`src/rtl/crc_stream_engine_if.sv`:
```
// Byte-stream bundle around the CRC engine: input stream (s_*) and output stream (m_*).
interface crc_stream_engine_if;
    logic       s_valid;
    logic       s_ready;
    logic [7:0] s_data;
    logic       s_last;
    logic       m_valid;
    logic       m_ready;
    logic [7:0] m_data;
    logic       m_last;

    // Environment side: produces the input stream and consumes the output stream.
    modport master (
        output s_valid, s_data, s_last, m_ready,
        input  s_ready, m_valid, m_data, m_last
    );

    // Engine side: consumes the input stream and produces the output stream.
    modport slave (
        input  s_valid, s_data, s_last, m_ready,
        output s_ready, m_valid, m_data, m_last
    );
endinterface

```
`src/rtl/crc_stream_engine.sv`:
```
// Streaming CRC generator/checker. In generate mode the frame is forwarded and the
// CRC bytes are appended; in check mode the frame is forwarded and crc_ok reports
// whether the raw register landed on the expected residue.
module crc_stream_engine #(
    parameter int          CRC_W   = 16,
    parameter logic [31:0] POLY    = 32'h0000_8005,
    parameter logic [31:0] INIT    = 32'h0000_FFFF,
    parameter bit          REFLECT = 1'b1,
    parameter logic [31:0] XOROUT  = 32'h0000_0000,
    parameter logic [31:0] RESIDUE = 32'h0000_0000
) (
    input  logic                 clk,
    input  logic                 rst,
    input  logic                 mode,
    crc_stream_engine_if.slave   bus,
    output logic [CRC_W-1:0]     crc_value,
    output logic                 crc_done,
    output logic                 crc_ok
);

    localparam int NB = CRC_W / 8;
    localparam logic [1:0] LAST_IDX = 2'(NB - 1);
    localparam logic [CRC_W-1:0] POLY_T    = POLY[CRC_W-1:0];
    localparam logic [CRC_W-1:0] INIT_T    = INIT[CRC_W-1:0];
    localparam logic [CRC_W-1:0] XOROUT_T  = XOROUT[CRC_W-1:0];
    localparam logic [CRC_W-1:0] RESIDUE_T = RESIDUE[CRC_W-1:0];

    function automatic logic [CRC_W-1:0] reflect_bits(input logic [CRC_W-1:0] v);
        logic [CRC_W-1:0] r;
        for (int i = 0; i < CRC_W; i++) begin
            r[i] = v[CRC_W-1-i];
        end
        return r;
    endfunction

    localparam logic [CRC_W-1:0] POLY_R = reflect_bits(POLY_T);

    // Whole-byte LFSR update: eight shift steps unrolled into one cycle.
    function automatic logic [CRC_W-1:0] crc_byte(input logic [CRC_W-1:0] c_in,
                                                  input logic [7:0]       b);
        logic [CRC_W-1:0] c;
        c = c_in;
        if (REFLECT) begin
            c[7:0] = c[7:0] ^ b;
            for (int i = 0; i < 8; i++) begin
                c = c[0] ? ((c >> 1) ^ POLY_R) : (c >> 1);
            end
        end else begin
            c[CRC_W-1 -: 8] = c[CRC_W-1 -: 8] ^ b;
            for (int i = 0; i < 8; i++) begin
                c = c[CRC_W-1] ? ((c << 1) ^ POLY_T) : (c << 1);
            end
        end
        return c;
    endfunction

    typedef enum logic [1:0] {ST_IDLE, ST_BODY, ST_APPEND, ST_END} state_t;

    state_t           state, state_next;
    logic [CRC_W-1:0] crc_reg, crc_next, crc_out, crc_shifted;
    logic             mode_q, frame_mode;
    logic             out_free, s_ready_c, accept, load_append, append_last;
    logic             m_valid_q, m_last_q;
    logic [7:0]       m_data_q, append_byte;
    logic [1:0]       app_idx;
    logic [5:0]       append_shift;

    assign bus.s_ready = s_ready_c;
    assign bus.m_valid = m_valid_q;
    assign bus.m_data  = m_data_q;
    assign bus.m_last  = m_last_q;
    assign crc_value   = crc_reg ^ XOROUT_T;

    // Datapath helpers: next CRC for the incoming byte and the CRC byte due for append.
    always_comb begin
        crc_next     = crc_byte(crc_reg, bus.s_data);
        crc_out      = crc_reg ^ XOROUT_T;
        append_shift = REFLECT ? {1'b0, app_idx, 3'b000}
                               : 6'(CRC_W - 8) - {1'b0, app_idx, 3'b000};
        crc_shifted  = crc_out >> append_shift;
        append_byte  = crc_shifted[7:0];
    end

    // State register.
    always_ff @(posedge clk) begin
        if (rst) begin
            state <= ST_IDLE;
        end else begin
            state <= state_next;
        end
    end

    // Next state plus handshake: input is taken only when the output register can be refilled.
    always_comb begin
        state_next  = state;
        s_ready_c   = 1'b0;
        accept      = 1'b0;
        load_append = 1'b0;
        append_last = 1'b0;
        out_free    = !m_valid_q || bus.m_ready;
        frame_mode  = (state == ST_IDLE) ? mode : mode_q;
        case (state)
            ST_IDLE, ST_BODY: begin
                s_ready_c = out_free;
                accept    = out_free && bus.s_valid;
                if (accept) begin
                    if (bus.s_last) begin
                        state_next = frame_mode ? ST_END : ST_APPEND;
                    end else begin
                        state_next = ST_BODY;
                    end
                end
            end
            ST_APPEND: begin
                load_append = out_free;
                append_last = (app_idx == LAST_IDX);
                if (load_append && append_last) begin
                    state_next = ST_END;
                end
            end
            ST_END: begin
                state_next = ST_IDLE;
            end
            default: begin
                state_next = ST_IDLE;
            end
        endcase
    end

    // CRC register, output byte register and the completion flags.
    always_ff @(posedge clk) begin
        if (rst) begin
            crc_reg   <= INIT_T;
            mode_q    <= 1'b0;
            m_valid_q <= 1'b0;
            m_data_q  <= 8'h00;
            m_last_q  <= 1'b0;
            app_idx   <= 2'd0;
            crc_done  <= 1'b0;
            crc_ok    <= 1'b0;
        end else begin
            crc_done <= 1'b0;
            if (accept) begin
                crc_reg   <= crc_next;
                m_valid_q <= 1'b1;
                m_data_q  <= bus.s_data;
                m_last_q  <= frame_mode && bus.s_last;
                if (state == ST_IDLE) begin
                    mode_q <= mode;
                end
            end else if (load_append) begin
                m_valid_q <= 1'b1;
                m_data_q  <= append_byte;
                m_last_q  <= append_last;
                app_idx   <= append_last ? 2'd0 : app_idx + 2'd1;
            end else if (bus.m_ready) begin
                m_valid_q <= 1'b0;
            end
            if (state == ST_END) begin
                crc_reg <= INIT_T;
            end
            if (state_next == ST_END) begin
                crc_done <= 1'b1;
                crc_ok   <= frame_mode ? (crc_next == RESIDUE_T) : 1'b1;
            end
        end
    end

endmodule

```
`src/flat_wrapper.sv`:
```
// flat-port wrapper written by rule: the top's interface ports become plain ports
module crc_stream_engine_flat 
#(
    parameter int          CRC_W   = 16,
    parameter logic [31:0] POLY    = 32'h0000_8005,
    parameter logic [31:0] INIT    = 32'h0000_FFFF,
    parameter bit          REFLECT = 1'b1,
    parameter logic [31:0] XOROUT  = 32'h0000_0000,
    parameter logic [31:0] RESIDUE = 32'h0000_0000
)
  (clk, rst, mode, crc_value, crc_done, crc_ok, bus_s_valid, bus_s_data, bus_s_last, bus_m_ready, bus_s_ready, bus_m_valid, bus_m_data, bus_m_last);
  crc_stream_engine_if bus_i ();
  input  logic clk;
  input  logic rst;
  input  logic mode;
  output logic [CRC_W-1:0] crc_value;
  output logic crc_done;
  output logic crc_ok;
  input wire logic [$bits(bus_i.s_valid)-1:0] bus_s_valid;
  input wire logic [$bits(bus_i.s_data)-1:0] bus_s_data;
  input wire logic [$bits(bus_i.s_last)-1:0] bus_s_last;
  input wire logic [$bits(bus_i.m_ready)-1:0] bus_m_ready;
  output wire logic [$bits(bus_i.s_ready)-1:0] bus_s_ready;
  output wire logic [$bits(bus_i.m_valid)-1:0] bus_m_valid;
  output wire logic [$bits(bus_i.m_data)-1:0] bus_m_data;
  output wire logic [$bits(bus_i.m_last)-1:0] bus_m_last;
  assign bus_i.s_valid = bus_s_valid;
  assign bus_i.s_data = bus_s_data;
  assign bus_i.s_last = bus_s_last;
  assign bus_i.m_ready = bus_m_ready;
  assign bus_s_ready = bus_i.s_ready;
  assign bus_m_valid = bus_i.m_valid;
  assign bus_m_data = bus_i.m_data;
  assign bus_m_last = bus_i.m_last;
  crc_stream_engine #(.CRC_W(CRC_W), .POLY(POLY), .INIT(INIT), .REFLECT(REFLECT), .XOROUT(XOROUT), .RESIDUE(RESIDUE)) u_core (.clk(clk), .rst(rst), .mode(mode), .bus(bus_i), .crc_value(crc_value), .crc_done(crc_done), .crc_ok(crc_ok));
endmodule
```
`config.mk`:
```
export PLATFORM = sky130hd
export DESIGN_NAME = crc_stream_engine_flat
export DESIGN_NICKNAME = d
export VERILOG_FILES = /design/src/rtl/crc_stream_engine_if.sv /design/src/rtl/crc_stream_engine.sv /design/src/flat_wrapper.sv
export SDC_FILE = /design/constraint.sdc
export NUM_CORES = 1
export LEC_CHECK = 0
export ABC_AREA = 1
export BUFFER_PORTS_ARGS = -buffer_cell sky130_fd_sc_hd__buf_2
export CORE_ASPECT_RATIO = 1.1
export CORE_UTILIZATION = 57
export DETAILED_ROUTE_END_ITERATION = 10
export GPL_TIMING_DRIVEN = 0
export PLACE_DENSITY = 0.94
export SLEW_MARGIN = 20
export SYNTH_ARGS = -nofsm -noshare
export SYNTH_HDL_FRONTEND = slang
export SYNTH_SLANG_ARGS = --single-unit
export TNS_END_PERCENT = 30
```
`constraint.sdc`:
```
create_clock -name clk -period 3.99 [get_ports clk]
set_input_delay 0.399 -clock clk [delete_from_list [all_inputs] [get_ports clk]]
set_output_delay 0.399 -clock clk [all_outputs]
set_load 0.02 [all_outputs]
```
# Yosys cells after proc, flatten, opt, wreduce, memory -nomap -nowiden
# Index checks and enable logic that the tools add are counted.
dict set report word_totals {
  ff_bits 33
  inputBits 14
  out_inout_bits 29
  word_cells 66
}
dict set report classes {
  addsub 1
  n_eq_ne 5
  n_shift 1
  muxes 28
  bitwise 10
  reduce_logical 12
}
# op n
set ops {}
lappend ops {{$mux 16} 8}
lappend ops {{$not 2->3} 8}
lappend ops {{$logic_not 16->1} 1}
lappend ops {{$mux 8} 2}
lappend ops {{$shr 16x5->8} 1}
lappend ops {{$mux 1} 13}
lappend ops {{$mux 2} 4}
lappend ops {{$xor 8x8->8} 1}
lappend ops {{$eq 2x2->1 const B} 3}
lappend ops {{$pmux 2 s3} 1}
lappend ops {{$eq 2x1->1 const B} 2}
lappend ops {{$reduce_or 2->1} 2}
lappend ops {{$logic_and 1x1->1} 3}
lappend ops {{$reduce_bool 3->1} 1}
lappend ops {{$add 2x1->2 const B} 1}
lappend ops {{$logic_not 2->1} 1}
lappend ops {{$reduce_and 2->1} 1}
lappend ops {{$reduce_bool 2->1} 1}
lappend ops {{$logic_not 1->1} 1}
lappend ops {{$logic_or 1x1->1} 1}
lappend ops {{$not 1->1} 1}

# Longest topological paths before layout
# Gate-level depths: netlist (run 1).
dict set report depth {
  depth_word 19
  depth_mapped 16
  ltp_nobuf 16
}

# Worst setup path before layout (run 1)
# Ideal clock, no wire load.
dict set report synth_path {
  kind {reg2reg}
  start {register u_core.crc_reg[1], in the netlist u_core.crc_value[1]}
  end {register u_core.crc_reg[0], in the netlist u_core.crc_value[0]}
  setup_ns 0.115
  arrival_ns 1.546
  required_ns 3.875
  path_slack_ns 2.330
  path_stages_with_launch 16
  n_path_buf 0
  period_less_slack_ns 1.660
  cell_sequence {dfxtp_1 -> inv_2 -> nand2_1 -> nand2_2 -> nand2_4 -> nand2_2 -> nand2_2 -> nand3_1 -> nand3_2 -> nand2_2 -> nand2_1 -> nand3_2 -> nand2_2 -> nand2_1 -> nand3_1 -> nand2_1}
}
dict set report synth_via {
  elab_chain_len 10
}
# element line_no
set synth_lines {}
lappend synth_lines {{start, declared} crc_stream_engine.sv:60} ;# logic [CRC_W-1:0] crc_reg, crc_next, crc_out, crc_shifted;
lappend synth_lines {{start signal, assigned} crc_stream_engine.sv:144} ;# crc_reg <= crc_next;
lappend synth_lines {{$xor 8x8->8 *} crc_stream_engine.sv:44} ;# c[7:0] = c[7:0] ^ b;
lappend synth_lines {{$not 2->3 (no line)} --}
lappend synth_lines {{$mux 16 * (8 in series)} crc_stream_engine.sv:46} ;# c = c[0] ? ((c >> 1) ^ POLY_R) : (c >> 1);
# Mark *: on every way between the ends. The rest lies on a longest branch, timed or not.
# A chain may end at the register's enable or synchronous reset.

# Worst setup path after layout (run 1)
dict set report layout_path {
  start {register u_core.m_valid_q, in the netlist u_core.bus.m_valid}
  end {register u_core.m_data_q[4], in the netlist u_core.bus.m_data[4]}
}
dict set report layout_via {
  elab_chain_len 5
  elab_cells_between_ends 7
  classes_between {mux: 3; reduce/logical: 4}
}
# element line_no
set layout_lines {}
lappend layout_lines {{start, declared} crc_stream_engine.sv:63} ;# logic m_valid_q, m_last_q;
lappend layout_lines {{start signal, assigned} crc_stream_engine.sv:135} ;# m_valid_q <= 1'b0;
lappend layout_lines {{start signal, assigned} crc_stream_engine.sv:145} ;# m_valid_q <= 1'b1;
lappend layout_lines {{start signal, assigned} crc_stream_engine.sv:152} ;# m_valid_q <= 1'b1;
lappend layout_lines {{$logic_not 1->1 *} crc_stream_engine.sv:100} ;# out_free = !m_valid_q || bus.m_ready;
lappend layout_lines {{$logic_or 1x1->1 *} crc_stream_engine.sv:100}
lappend layout_lines {{$logic_and 1x1->1} crc_stream_engine.sv:105} ;# accept = out_free && bus.s_valid;
lappend layout_lines {{$mux 1} crc_stream_engine.sv:102} ;# case (state)
lappend layout_lines {{$mux 8 or $reduce_bool 2->1 (tied branches)} --}
lappend layout_lines {{end signal, assigned} crc_stream_engine.sv:146} ;# m_data_q <= bus.s_data;
lappend layout_lines {{end signal, assigned} crc_stream_engine.sv:153} ;# m_data_q <= append_byte;
lappend layout_lines {{end, declared} crc_stream_engine.sv:64} ;# logic [7:0] m_data_q, append_byte;
# Marked as above.

==> results of run 1 <==
==> cell usage in the layout (no fill, tap or decap), types with 4 or more instances in the layout <==
| cell | n |
|---|---|
| sky130_fd_sc_hd__a21oi_1 | 18 |
| sky130_fd_sc_hd__buf_2 | 43 |
| sky130_fd_sc_hd__buf_4 | 5 |
| sky130_fd_sc_hd__clkbuf_1 | 6 |
| sky130_fd_sc_hd__clkbuf_4 | 5 |
| sky130_fd_sc_hd__dfxtp_1 | 33 |
| sky130_fd_sc_hd__inv_1 | 33 |
| sky130_fd_sc_hd__nand2_1 | 51 |
| sky130_fd_sc_hd__nand2_2 | 9 |
| sky130_fd_sc_hd__nand3_1 | 18 |
| sky130_fd_sc_hd__nand3_2 | 5 |
| sky130_fd_sc_hd__nor2_1 | 25 |
| sky130_fd_sc_hd__o211ai_1 | 4 |
| sky130_fd_sc_hd__o21ai_0 | 18 |
| sky130_fd_sc_hd__o311ai_0 | 6 |
| sky130_fd_sc_hd__xnor2_1 | 5 |
| sky130_fd_sc_hd__xnor2_2 | 4 |
| sky130_fd_sc_hd__xor2_1 | 4 |
==> flip-flops by register name (all words and copies together), names as in the netlist <==
name	cells
u_core.app_idx	2
u_core.bus.m_valid	1
u_core.mode_q	1
u_core.bus.m_last	1
u_core.bus.m_data	8
u_core.crc_done	1
u_core.crc_ok	1
u_core.crc_value	16
u_core.state	2
==> kinds of logic (layout without fill, tap and decap cells) <==
| kind of cell | count (synthesis) | count (layout) | share of synthesized area |
|---|---|---|---|
| flops | 33 | 33 | 0.360 |
| buf+inv | 47 | 97 | 0.107 |
| compound gates | 51 | 51 | 0.162 |
| xor+xnor | 13 | 13 | 0.0785 |
| simple gates | 115 | 115 | 0.291 |
==> stage by stage <==
step / cells / power [W] / utilization / cell area, um2 / setup WS [ns]
after floorplan: 259 / 0.000665 / - / 1830 / 2.33
after global placement: 335 / 0.000745 / 0.684 / 2090 / 1.95
after detailed placement: 335 / 0.000760 / 0.684 / 2090 / 1.92
after CTS: 343 / 0.00102 / 0.712 / 2170 / 2.06
after global routing: 343 / 0.00107 / 0.712 / 2170 / 1.74
final: 343 / 0.00103 / 0.712 / 2170 / 2.05
==> area by class of cell <==
class | instances | area [um2] | share of cell area
clock buffer | 7 | 55.1 | 0.0254
clock inverter | 1 | 30.0 | 0.0138
inverter | 36 | 135 | 0.0622
tap | 34 | 42.5 | 0.0196
multi-input combinational | 179 | 976 | 0.450
timing repair buffer | 42 | 210 | 0.0968
buffer | 11 | 61.3 | 0.0282
sequential | 33 | 661 | 0.304
==> power groups by stage <==
stage / combinational (W) / clock [W] / sequential, W
floorplan: 0.000234 / 0 / 0.000431
global placement: 0.000339 / 0 / 0.000406
detailed placement: 0.000352 / 0 / 0.000407
CTS: 0.000356 / 0.000266 / 0.000400
global route: 0.000393 / 0.000277 / 0.000405
finish: 0.000361 / 0.000269 / 0.000401
==> critical path: stages (launching register included) <==
cell and delay [ns]:
sky130_fd_sc_hd__dfxtp_1 0.33, sky130_fd_sc_hd__inv_1 0.06, sky130_fd_sc_hd__o21ai_0 0.11, sky130_fd_sc_hd__nor2_2 0.36, sky130_fd_sc_hd__inv_1 0.23, sky130_fd_sc_hd__nand2_1 0.22, sky130_fd_sc_hd__inv_1 0.16, sky130_fd_sc_hd__nand2_1 0.10
sky130_fd_sc_hd__o311ai_0 0.14, sky130_fd_sc_hd__nand2_1 0.09, sky130_fd_sc_hd__inv_1 0.05
==> final timing paths <==
kind | to | slack, ns | cells after the start
setup / recovery | u_core.bus.m_data[4] | 2.05 | 10
hold / removal | u_core.state[1] | 0.29 | 2
setup reg to reg | u_core.bus.m_data[4] | 2.05 | 10
hold reg to reg | u_core.bus.m_last | 0.47 | 2
==> cells in the mapped netlist <==
library cell and number:
sky130_fd_sc_hd__a211oi_1 3, sky130_fd_sc_hd__a21oi_1 18, sky130_fd_sc_hd__buf_2 1, sky130_fd_sc_hd__buf_4 5, sky130_fd_sc_hd__clkbuf_1 5, sky130_fd_sc_hd__dfxtp_1 33
sky130_fd_sc_hd__inv_1 33, sky130_fd_sc_hd__inv_2 3, sky130_fd_sc_hd__nand2_1 51, sky130_fd_sc_hd__nand2_2 9, sky130_fd_sc_hd__nand2_4 2, sky130_fd_sc_hd__nand3_1 18
sky130_fd_sc_hd__nand3_2 5, sky130_fd_sc_hd__nand4_1 2, sky130_fd_sc_hd__nor2_1 25, sky130_fd_sc_hd__nor2_2 1, sky130_fd_sc_hd__nor3_1 1, sky130_fd_sc_hd__o211ai_1 4
sky130_fd_sc_hd__o21ai_0 18, sky130_fd_sc_hd__o21ai_1 1, sky130_fd_sc_hd__o311ai_0 6, sky130_fd_sc_hd__o31ai_1 1, sky130_fd_sc_hd__or2_2 1, sky130_fd_sc_hd__xnor2_1 5
sky130_fd_sc_hd__xnor2_2 4, sky130_fd_sc_hd__xor2_1 4
==> per-layer routing <==
layer	vias to the layer above	GRT usage
met5	-	0
met1	915	0.334
met2	111	0.510
li1	936	-
met3	28	0.0609
met4	0	0.129
==> flow_summary.rst, run 1 <==
.. list-table::
   :header-rows: 1

   * - Metric
     - Value
   * - Design internal power
     - 0.000641 W
   * - Die boundary width
     - 56.1 um
   * - Area share of the largest cell type after synthesis
     - 0.360
   * - Clock transition at path regs
     - approximately 0.11 ns
   * - Library cell with the largest summed area after synthesis
     - sky130_fd_sc_hd__dfxtp_1
   * - Combinational share of power
     - 0.350
   * - Die height
     - 61.5 um
   * - Syn nets
     - 273
   * - Data required time of the critical path
     - 4.26 ns
   * - Number of nets still failing antenna checks after routing
     - 0
   * - Slew @ Worst Pin
     - 0.646 ns
   * - Fill cell instance count of the final layout
     - approximately 250
   * - Clock Latency Late Sink
     - 0.36 ns
   * - Final Skew
     - 0.0113 ns
   * - Synth Cell Area
     - 1830 um2
   * - I/O pin cnt
     - 43
   * - Data arrival time at the worst-slack endpoint
     - between 2 and 2.5 ns
   * - Synthesized netlist cell count
     - 259
   * - Vias after detailed routing
     - slightly below 2000
   * - Max-cap violations
     - 0
   * - Drt drc
     - 0
   * - CP Max Fanout
     - 10
   * - Setup Buffers After CTS
     - 0
   * - Wire length after detailed routing
     - 4.81 mm
   * - Post-Route M1 WL
     - between 1.5 and 2 mm
   * - Number of buffers added to fix hold violations after cts
     - 0
   * - Bufs on Longest Clock Path
     - 2
   * - Reg-to-reg startpoint
     - u_core.bus.m_valid
   * - Met3 wire length
     - 327 um
   * - GRT Total Usage
     - 0.285
   * - Synth warnings
     - 0
   * - Global-route congestion overflow total
     - 0
   * - Count of endpoints failing hold in the final timing report
     - 0
   * - Power share of the clock group
     - 0.261
   * - Slew Viols, Final
     - 0
   * - Run status
     - complete, no violations
   * - Capturing element type of the critical path
     - flip-flop
   * - Count of nets after finishing
     - 322
   * - Starting utilization of the core area
     - 0.601
   * - Number of I/O port buffers
     - 42
   * - Detailed-route vias per instance
     - 5.80
   * - Most area-consuming cells after synthesis
     - sky130_fd_sc_hd__dfxtp_1, sky130_fd_sc_hd__nand2_1, sky130_fd_sc_hd__inv_1, sky130_fd_sc_hd__nor2_1, sky130_fd_sc_hd__a21oi_1
   * - Fraction of final layout cells sized beyond drive strength 1
     - 0.259
   * - Final Cycle Share
     - 0.486
   * - Setup TNS
     - 0 ns
   * - Post-cts repair resize count
     - 0
   * - Worst hold slack after final layout
     - 0.287 ns
   * - Sum of net half-perimeters after detailed placement
     - 3.54 mm
   * - Placement Rows
     - 21
   * - CTS Root Buffer Type
     - sky130_fd_sc_hd__clkbuf_4
   * - Sequential-to-total area share from yosys stat
     - 0.360
   * - Core Box Area
     - 3050 um2
   * - TritonCTS clock tree
     - built
   * - Worst min-delay path startpoint
     - rst
   * - Final Critical Period
     - 1.94 ns
   * - Wire length of the first global-routing pass
     - between 7 and 8 mm
   * - Worst hold path class
     - primary input to flip-flop
   * - Area enclosed by the die boundary
     - 3450 um2
   * - Uppermost layer routed
     - met4
   * - Switching Power
     - 0.000390 W
   * - Area growth from synthesis to final layout
     - 18.4%
   * - Static Leakage
     - 1.10 nW
   * - Synth Register Bits
     - 33
   * - Final weighted congestion of routability-driven global placement
     - 0.953
   * - Netlist cell types
     - 26
   * - Number of buffers added by the clock tree synthesis step
     - 5
   * - Worst setup startpoint
     - u_core.bus.m_valid
   * - Number of setup violations in the final report
     - 0
   * - Pin count of the biggest net entering global routing
     - 11
   * - Critical path class
     - flip-flop to flip-flop
   * - Iteration-0 DRC Markers
     - 108
   * - Diode count
     - 0
   * - Pre-antenna DRT Iters
     - 5
   * - Number of antenna violations at the first check in global routing
     - 0
   * - Vias in the first global route
     - 1675
   * - Proportion of total power due to net switching
     - 0.378
   * - Max H-tree Level
     - 2
   * - Worst-case vdd ir drop
     - ~0.38 mV
   * - Syn avg cell area
     - 7.08 um2
   * - Startpoint Class
     - flip-flop
   * - Power per Cell Area
     - 475 nW/um2
   * - Maximum clock frequency
     - 515 MHz
   * - Setup repair after global routing missed its margin
     - false
   * - Seq pwr share
     - 0.388
   * - Slew Limit Headroom
     - 0.566
   * - Routed len/inst
     - 14.0 um
   * - Amount of wire on met2 after detailed routing
     - 2.32 mm
   * - Clock tree sinks
     - 33
Power figures use the tool's default switching activity.
==> run 2, diff against run 1 <==
CORE_UTILIZATION = 48   (was 57)
PLACE_DENSITY = 0.85   (was 0.94)
clock period = 1.76 ns   (was 3.99 ns; I/O delays follow)
==> run 2 against run 1 <==
Compared with the run above:
- the flow now finishes with violations (setup timing)
- final cell count is 6.7% higher
- hold slack worse by 0.14 ns
- clock power grew to 2.8 times the previous value
- clock skew is 0.0052 ns lower
- via count is 3.2% higher
- critical path depth is 1 lower
- register-to-register slack worse by 2.1 ns
- non-clock buffer count is 7 higher
- utilization is 3.7 points lower
- die area is 18% higher
- cell area is 14% higher
- critical endpoint is now u_core.crc_ok
- largest cell class unchanged
- largest power group is now combinational logic
==> flow_summary.rst, run 2 (same netlist as run 1, synthesis figures left out) <==
.. list-table::
   :header-rows: 1

   * - Metric
     - Value
   * - Run status
     - finished with violations
   * - Timing endpoint of the critical path
     - u_core.crc_ok
   * - Clock tree sinks
     - 33 (unchanged)
   * - Family with the most delay on the worst path
     - simple AND/OR/NAND/NOR gates
   * - Area enclosed by the die boundary
     - 4070 um2 (+18%)
   * - Most common cell after layout, fill and taps aside
     - sky130_fd_sc_hd__nand2_1
   * - Cell depth of the worst setup path
     - 9 (-1)
   * - Final Critical Period
     - 1.77 ns (-0.173 ns)
   * - Number of I/O port buffers
     - 42 (unchanged)
   * - Final Cycle Share
     - 1.00 (+0.518)
   * - Die boundary width
     - 60.9 um (+8.6%)
   * - Diode count
     - 0 (unchanged)
   * - Vias in the first global route
     - 1638 (-2.2%)
   * - Static Leakage
     - 1.21 nW (+9.2%)
   * - Number of nets still failing antenna checks after routing
     - 0 (unchanged)
   * - Slew @ Worst Pin
     - 0.558 ns (-0.0881 ns)
   * - Violated checks
     - setup timing
   * - Max-cap violations
     - 0 (unchanged)
   * - TritonCTS clock tree
     - built
   * - Slew Limit Headroom
     - 0.625 (+0.0591)
   * - Reg-to-reg startpoint
     - u_core.crc_value[2]
   * - Capturing element type of the critical path
     - flip-flop
   * - Worst hold path class
     - primary input to flip-flop
   * - Global-route congestion overflow total
     - 0 (unchanged)
   * - Smallest setup slack after layout
     - -0.00765 ns (-2.06 ns)
   * - Worst Path Buf+Inv
     - 1 (-3)
   * - Clock transition at path regs
     - 0.07 ns (-0.04 ns)
   * - Fill cell instance count of the final layout
     - 275 (+12%)
   * - Slew Viols, Final
     - 0 (unchanged)
   * - Number of setup violations in the final report
     - 1 (+1)
   * - Wire length of the first global-routing pass
     - 7.34 mm (-2.4%)
   * - Pin count of the biggest net entering global routing
     - 11 (unchanged)
   * - Starting utilization of the core area
     - 0.502 (-0.0999)
   * - CTS Root Buffer Type
     - sky130_fd_sc_hd__clkbuf_8
   * - Critical path class
     - flip-flop to flip-flop
   * - Power per Cell Area
     - 1110 nW/um2 (+130%)
   * - Slowest stage cell on the critical path
     - sky130_fd_sc_hd__dfxtp_2
   * - Detailed-route vias per instance
     - 5.61 (-3.3%)
   * - Placed cells
     - 351 (+4.8%)
   * - Number of cells on the worst reg-to-reg path
     - 9 (-1)
   * - Bufs on Longest Clock Path
     - 2 (unchanged)
   * - Max H-tree Level
     - 2 (unchanged)
   * - Largest stage delay, worst path
     - 0.37 ns (about the same)
   * - Flip-flop count of the largest register after layout
     - 16 (unchanged)
   * - Count of endpoints failing hold in the final timing report
     - 0 (unchanged)
   * - Clock Latency Late Sink
     - 0.29 ns (-0.07 ns)
   * - CP Max Fanout
     - 4 (-6)
   * - Area growth from synthesis to final layout
     - 34.6%
   * - I/O pin cnt
     - 43 (unchanged)
   * - Worst min-delay path startpoint
     - rst
   * - Final Skew
     - 0.00609 ns (-0.00516 ns)
   * - Filler-free cell count of the finished design
     - 366 (+6.7%)
   * - Worst setup startpoint
     - u_core.crc_value[2]
   * - Number of buffers added by the clock tree synthesis step
     - 5 (unchanged)
   * - Placement Rows
     - 23 (+9.5%)
   * - Vias after detailed routing
     - 2054 (+3.2%)
   * - Count of nets after finishing
     - 329 (+2.2%)
   * - Startpoint Class
     - flip-flop
   * - Cells along the critical path
     - xnor2_4, buf_4, xor2_2, nand2_1, nor2_1, nand3_1, a21oi_2, nand4_1, a21oi_1
   * - Data required time of the critical path
     - 1.98 ns (-2.28 ns)
   * - Wire length after detailed routing
     - 5.60 mm (+16%)
   * - Data arrival time at the worst-slack endpoint
     - 1.99 ns (-0.22 ns)
   * - Iteration-0 DRC Markers
     - 217 (+100%)
   * - Number of antenna violations at the first check in global routing
     - 0 (unchanged)
   * - Final weighted congestion of routability-driven global placement
     - 0.889 (-6.7%)
   * - Setup repair after global routing missed its margin
     - true
   * - Number of buffers added to fix hold violations after cts
     - 0 (unchanged)
   * - Setup TNS
     - -0.00765 ns (-0.00765 ns)
   * - Capture instance of the worst register-to-register path
     - u_core.crc_ok
   * - Most frequent cells in the layout
     - sky130_fd_sc_hd__nand2_1, sky130_fd_sc_hd__buf_2, sky130_fd_sc_hd__inv_1
   * - Worst-case register-to-register setup slack
     - -0.008 ns (-2.06 ns)
   * - Routed len/inst
     - 15.3 um (+9.0%)
   * - GRT Total Usage
     - 0.251 (-0.0338)
   * - Maximum clock frequency
     - 566 MHz (+9.8%)
   * - Die height
     - 66.8 um (+8.7%)
   * - Pre-antenna DRT Iters
     - 4 (-1)
   * - Core Box Area
     - 3650 um2 (+20%)
   * - Drt drc
     - 0 (unchanged)
   * - Worst slack at placement
     - -0.147 ns (-2.07 ns)
   * - Worst-case vdd ir drop
     - 0.461 mV (+21%)
   * - Fraction of final layout cells sized beyond drive strength 1
     - 0.358 (+0.0987)
   * - Sum of net half-perimeters after detailed placement
     - 3.41 mm (-3.7%)
-- run 2: changes by cell type in the layout (fill, tap and decap cells not counted), moves of 3 or more --
| cell | change |
|---|---|
| sky130_fd_sc_hd__dfxtp_1 | -5 |
| sky130_fd_sc_hd__dfxtp_2 | +3 |
| sky130_fd_sc_hd__clkbuf_8 | +5 |
| sky130_fd_sc_hd__nand2_1 | -6 |
| sky130_fd_sc_hd__clkbuf_4 | -5 |
| sky130_fd_sc_hd__nand2_4 | +6 |
| sky130_fd_sc_hd__nand3_4 | +4 |
| sky130_fd_sc_hd__nand3_1 | -7 |
| sky130_fd_sc_hd__nand3_2 | +3 |
| sky130_fd_sc_hd__xnor2_4 | +3 |
| sky130_fd_sc_hd__buf_4 | +7 |
-- run 2: metrics by stage --
step / total power, W / area [um2] / utilization / hold WS [ns]
floorplan: 0.00151 / 1830 / - / 0.245
global placement: 0.00169 / 2110 / 0.576 / 0.442
detailed placement: 0.00172 / 2110 / 0.576 / 0.444
CTS: 0.00248 / 2250 / 0.615 / 0.140
global route: 0.00286 / 2470 / 0.675 / 0.157
finish: 0.00273 / 2470 / 0.675 / 0.148
-- run 2: worst min-delay path by stage --
stage | end | slack [ns] | depth (start not counted)
final | u_core.state[1] | 0.15 | 2
after global routing | u_core.state[1] | 0.16 | 2
after detailed placement | u_core.bus.m_last | 0.44 | 2
after CTS | u_core.state[1] | 0.14 | 2
after floorplan | u_core.bus.m_last | 0.25 | 1
after global placement | u_core.bus.m_last | 0.44 | 2
-- run 2: final cells by class --
cell class,instances,area (um2),share of cell area
flip-flops and latches,33,672,0.272
clock inverters,1,30.0,0.0122
multi-input cells,179,1160,0.469
inverters,36,135,0.0548
well taps,50,62.6,0.0254
repair buffers,49,263,0.106
clock buffers,7,86.3,0.0350
plain buffers,11,61.3,0.0248
-- run 2: timing repair --
| action | CTS | global route |
|---|---|---|
| endpoints found under the setup margin | 16 | 17 |
| pin swaps | 0 | 20 |
| resized for setup | 6 | 39 |
| buffers inserted | 0 | 7 |
| hold endpoints to repair | 0 | 0 |
-- run 2: where the power goes --
| part | switching [W] | total [W] | internal (W) |
|---|---|---|---|
| Combinational | 0.000663 | 0.00106 | 0.000397 |
| Sequential | 0.0000906 | 0.000923 | 0.000832 |
| Clock | 0.000287 | 0.000748 | 0.000462 |
-- run 2: routing by layer --
layer | track usage | wire [um] | vias up
met5 | 0 | 0 | -
met4 | 0.134 | 207 | 0
li1 | - | - | 953
met1 | 0.286 | 2150 | 964
met3 | 0.0699 | 381 | 21
met2 | 0.416 | 2850 | 116
==> run 3, diff against run 2 <==
CORE_ASPECT_RATIO = 0.8   (was 1.1)
==> run 3 against run 2 <==
Compared with the run above:
- the flow finishes with violations (DRC)
- total power fell by 12%
- sequential power barely moved
- critical path type unchanged
- clock skew fell by 0.0026 ns
- die area barely moved
- utilization fell by 0.43 points
- largest power group unchanged
==> flow_summary.rst, run 3 (same netlist as run 1, synthesis figures left out) <==
.. list-table::
   :header-rows: 1

   * - Metric
     - Value
   * - CTS Root Buffer Type
     - sky130_fd_sc_hd__clkbuf_8
   * - Slew @ Worst Pin
     - 0.548 ns (-0.0105 ns)
   * - Placement Rows
     - 19 (-17%)
   * - Largest stage delay, worst path
     - 0.35 ns (-0.02 ns)
   * - Number of nets still failing antenna checks after routing
     - 0 (unchanged)
   * - Slowest stage cell on the critical path
     - sky130_fd_sc_hd__dfxtp_2
   * - Slew Viols, Final
     - 0 (unchanged)
   * - Global-route congestion overflow total
     - 0 (unchanged)
   * - Worst hold path class
     - primary input to flip-flop
   * - Detailed-route vias per instance
     - 5.36 (-4.5%)
   * - Data arrival time at the worst-slack endpoint
     - 1.88 ns (-0.11 ns)
   * - Clock Latency Late Sink
     - 0.28 ns (about the same)
   * - Data required time of the critical path
     - 1.93 ns (-0.05 ns)
   * - Bufs on Longest Clock Path
     - 2 (unchanged)
   * - Max H-tree Level
     - 2 (unchanged)
   * - Final weighted congestion of routability-driven global placement
     - 0.896 (+0.81%)
   * - Worst-case vdd ir drop
     - 0.552 mV (+20%)
   * - Post-route cell area
     - 2380 um2 (-3.7%)
   * - Number of I/O port buffers
     - 42 (unchanged)
   * - Post-place instance area
     - 2100 um2 (-0.48%)
   * - Pre-antenna DRT Iters
     - 8 (+4)
   * - I/O pin cnt
     - 43 (unchanged)
   * - Violated checks
     - DRC
   * - Area growth from synthesis to final layout
     - 29.6%
   * - Setup repair after global routing missed its margin
     - true
   * - Number of setup violations in the final report
     - 0 (-1)
   * - Run status
     - finished with violations
   * - Final Skew
     - 0.00352 ns (-0.00257 ns)
   * - Setup TNS
     - 0 ns (+0.00765 ns)
   * - Critical path class
     - flip-flop to flip-flop
   * - Iteration-0 DRC Markers
     - 153 (-29%)
   * - GRT Total Usage
     - 0.251 (+0.000251)
   * - CP most frequent cell
     - sky130_fd_sc_hd__nand3_2
   * - Core Box Area
     - 3540 um2 (-3.1%)
   * - Wire length of the first global-routing pass
     - 7.76 mm (+5.7%)
   * - Smallest setup slack after layout
     - 0.0576 ns (+0.0652 ns)
   * - Fraction of final layout cells sized beyond drive strength 1
     - 0.333 (-0.0243)
   * - Power per Cell Area
     - 1010 nW/um2 (-8.6%)
   * - Final Cycle Share
     - 0.967 (-0.0370)
   * - Wire length after detailed routing
     - 4.88 mm (-13%)
   * - Startpoint Class
     - flip-flop
   * - Most common cell after layout, fill and taps aside
     - sky130_fd_sc_hd__nand2_1
   * - Most frequent cells in the layout
     - sky130_fd_sc_hd__nand2_1, sky130_fd_sc_hd__buf_2, sky130_fd_sc_hd__inv_1
   * - Die boundary width
     - 71.1 um (+17%)
   * - Starting utilization of the core area
     - 0.517 (+0.0159)
   * - Cells along the critical path
     - xnor2_2, xnor2_2, inv_1, nand3_2, nand2_4, nand2_1, nand3_2, nand2_2, nand2_2, nand3_2, nand2_1
   * - Clock tree sinks
     - 33 (unchanged)
   * - Diode count
     - 0 (unchanged)
   * - Final Critical Period
     - 1.70 ns (-0.0652 ns)
   * - Capturing element type of the critical path
     - flip-flop
   * - Routed len/inst
     - 13.8 um (-9.8%)
   * - Count of endpoints failing hold in the final timing report
     - 0 (unchanged)
   * - Worst hold slack after final layout
     - 0.158 ns (+0.0108 ns)
   * - Number of buffers added by the clock tree synthesis step
     - 5 (unchanged)
   * - Slew Limit Headroom
     - 0.635 (+0.00969)
   * - Area enclosed by the die boundary
     - 4070 um2 (about the same)
   * - TritonCTS clock tree
     - built
   * - Die height
     - 57.3 um (-14%)
   * - CP Max Fanout
     - 4 (unchanged)
   * - Vias after detailed routing
     - 1898 (-7.6%)
   * - Clock transition at path regs
     - 0.06 ns (about the same)
   * - Number of buffers added to fix hold violations after cts
     - 0 (unchanged)
   * - Pin count of the biggest net entering global routing
     - 11 (unchanged)
   * - Maximum clock frequency
     - 587 MHz (+3.8%)
   * - Sum of net half-perimeters after detailed placement
     - 3.56 mm (+4.3%)
   * - Worst slack at placement
     - -0.236 ns (-0.0895 ns)
   * - Static Leakage
     - 1.17 nW (-2.8%)
   * - Vias in the first global route
     - 1604 (-2.1%)
   * - Drt drc
     - 3 (+3)
   * - Number of antenna violations at the first check in global routing
     - 0 (unchanged)
   * - Max-cap violations
     - 0 (unchanged)
   * - Flip-flop count of the largest register after layout
     - 16 (unchanged)
   * - Count of nets after finishing
     - 327 (-0.61%)
-- run 3: cell count changes in the layout (fill, tap and decap cells not counted), moves of 2 or more --
cell and delta:
sky130_fd_sc_hd__o311ai_0 -2, sky130_fd_sc_hd__o311ai_1 +2, sky130_fd_sc_hd__buf_4 -2, sky130_fd_sc_hd__nand3_1 +2
sky130_fd_sc_hd__nand2_1 +3, sky130_fd_sc_hd__nand2_4 -2
-- run 3: per-layer routing --
layer | part of all wire | track usage | vias up
met1 | 0.47 | 0.364 | 866
met4 | 0.0078 | 0.0514 | 0
met3 | 0.074 | 0.0671 | 7
li1 | - | - | 950
met2 | 0.44 | 0.378 | 75
met5 | 0 | 0 | -
-- run 3: final cells by class --
class / instances / area [um2]
multi-input cells: 179 / 1130
repair buffers: 47 / 248
clock inverters: 1 / 5.00
plain buffers: 11 / 61.3
flip-flops and latches: 33 / 676
fillers: 318 / 1170
clock buffers: 5 / 68.8
well taps: 42 / 52.6
inverters: 36 / 135
-- run 3: critical path: cells and delay by family (launching register included) --
family	cells	cell delay [ns]
and+or+nand+nor	8	0.62
DFF	1	0.35
xor gates and xnor gates	2	0.51
buffers and inverters	1	0.10
-- run 3: repair_timing --
| action | CTS | global route |
|---|---|---|
| endpoints found under the setup margin | 15 | 14 |
| resized for setup | 4 | 36 |
| buffers inserted | 1 | 4 |
| pin swaps | 1 | 11 |
-- run 3: stage by stage --
step                      total power (W)  std cells   util
after floorplan                   0.00151        259      -
after global placement            0.00170        343  0.592
after detailed placement          0.00172        343  0.592
after CTS                         0.00225        350  0.621
after global routing              0.00255        354  0.671
final                             0.00241        354  0.671
-- run 3: report_power, final --
group | total (W) | internal (W) | switching, W | leakage [nW]
combinational | 0.000964 | 0.000369 | 0.000595 | 0.860
clock | 0.000519 | 0.000260 | 0.000259 | 0.0399
sequential | 0.000922 | 0.000833 | 0.0000897 | 0.272
-- run 3: final timing paths --
check             slack (ns)  cells after the start             endpoint           startpoint
setup / recovery        0.06                     11  u_core.crc_value[0]  u_core.crc_value[5]
hold / removal          0.16                      2      u_core.state[1]                  rst
setup reg to reg        0.06                     11  u_core.crc_value[0]  u_core.crc_value[5]
hold reg to reg         0.47                      2    u_core.bus.m_last    u_core.bus.m_last
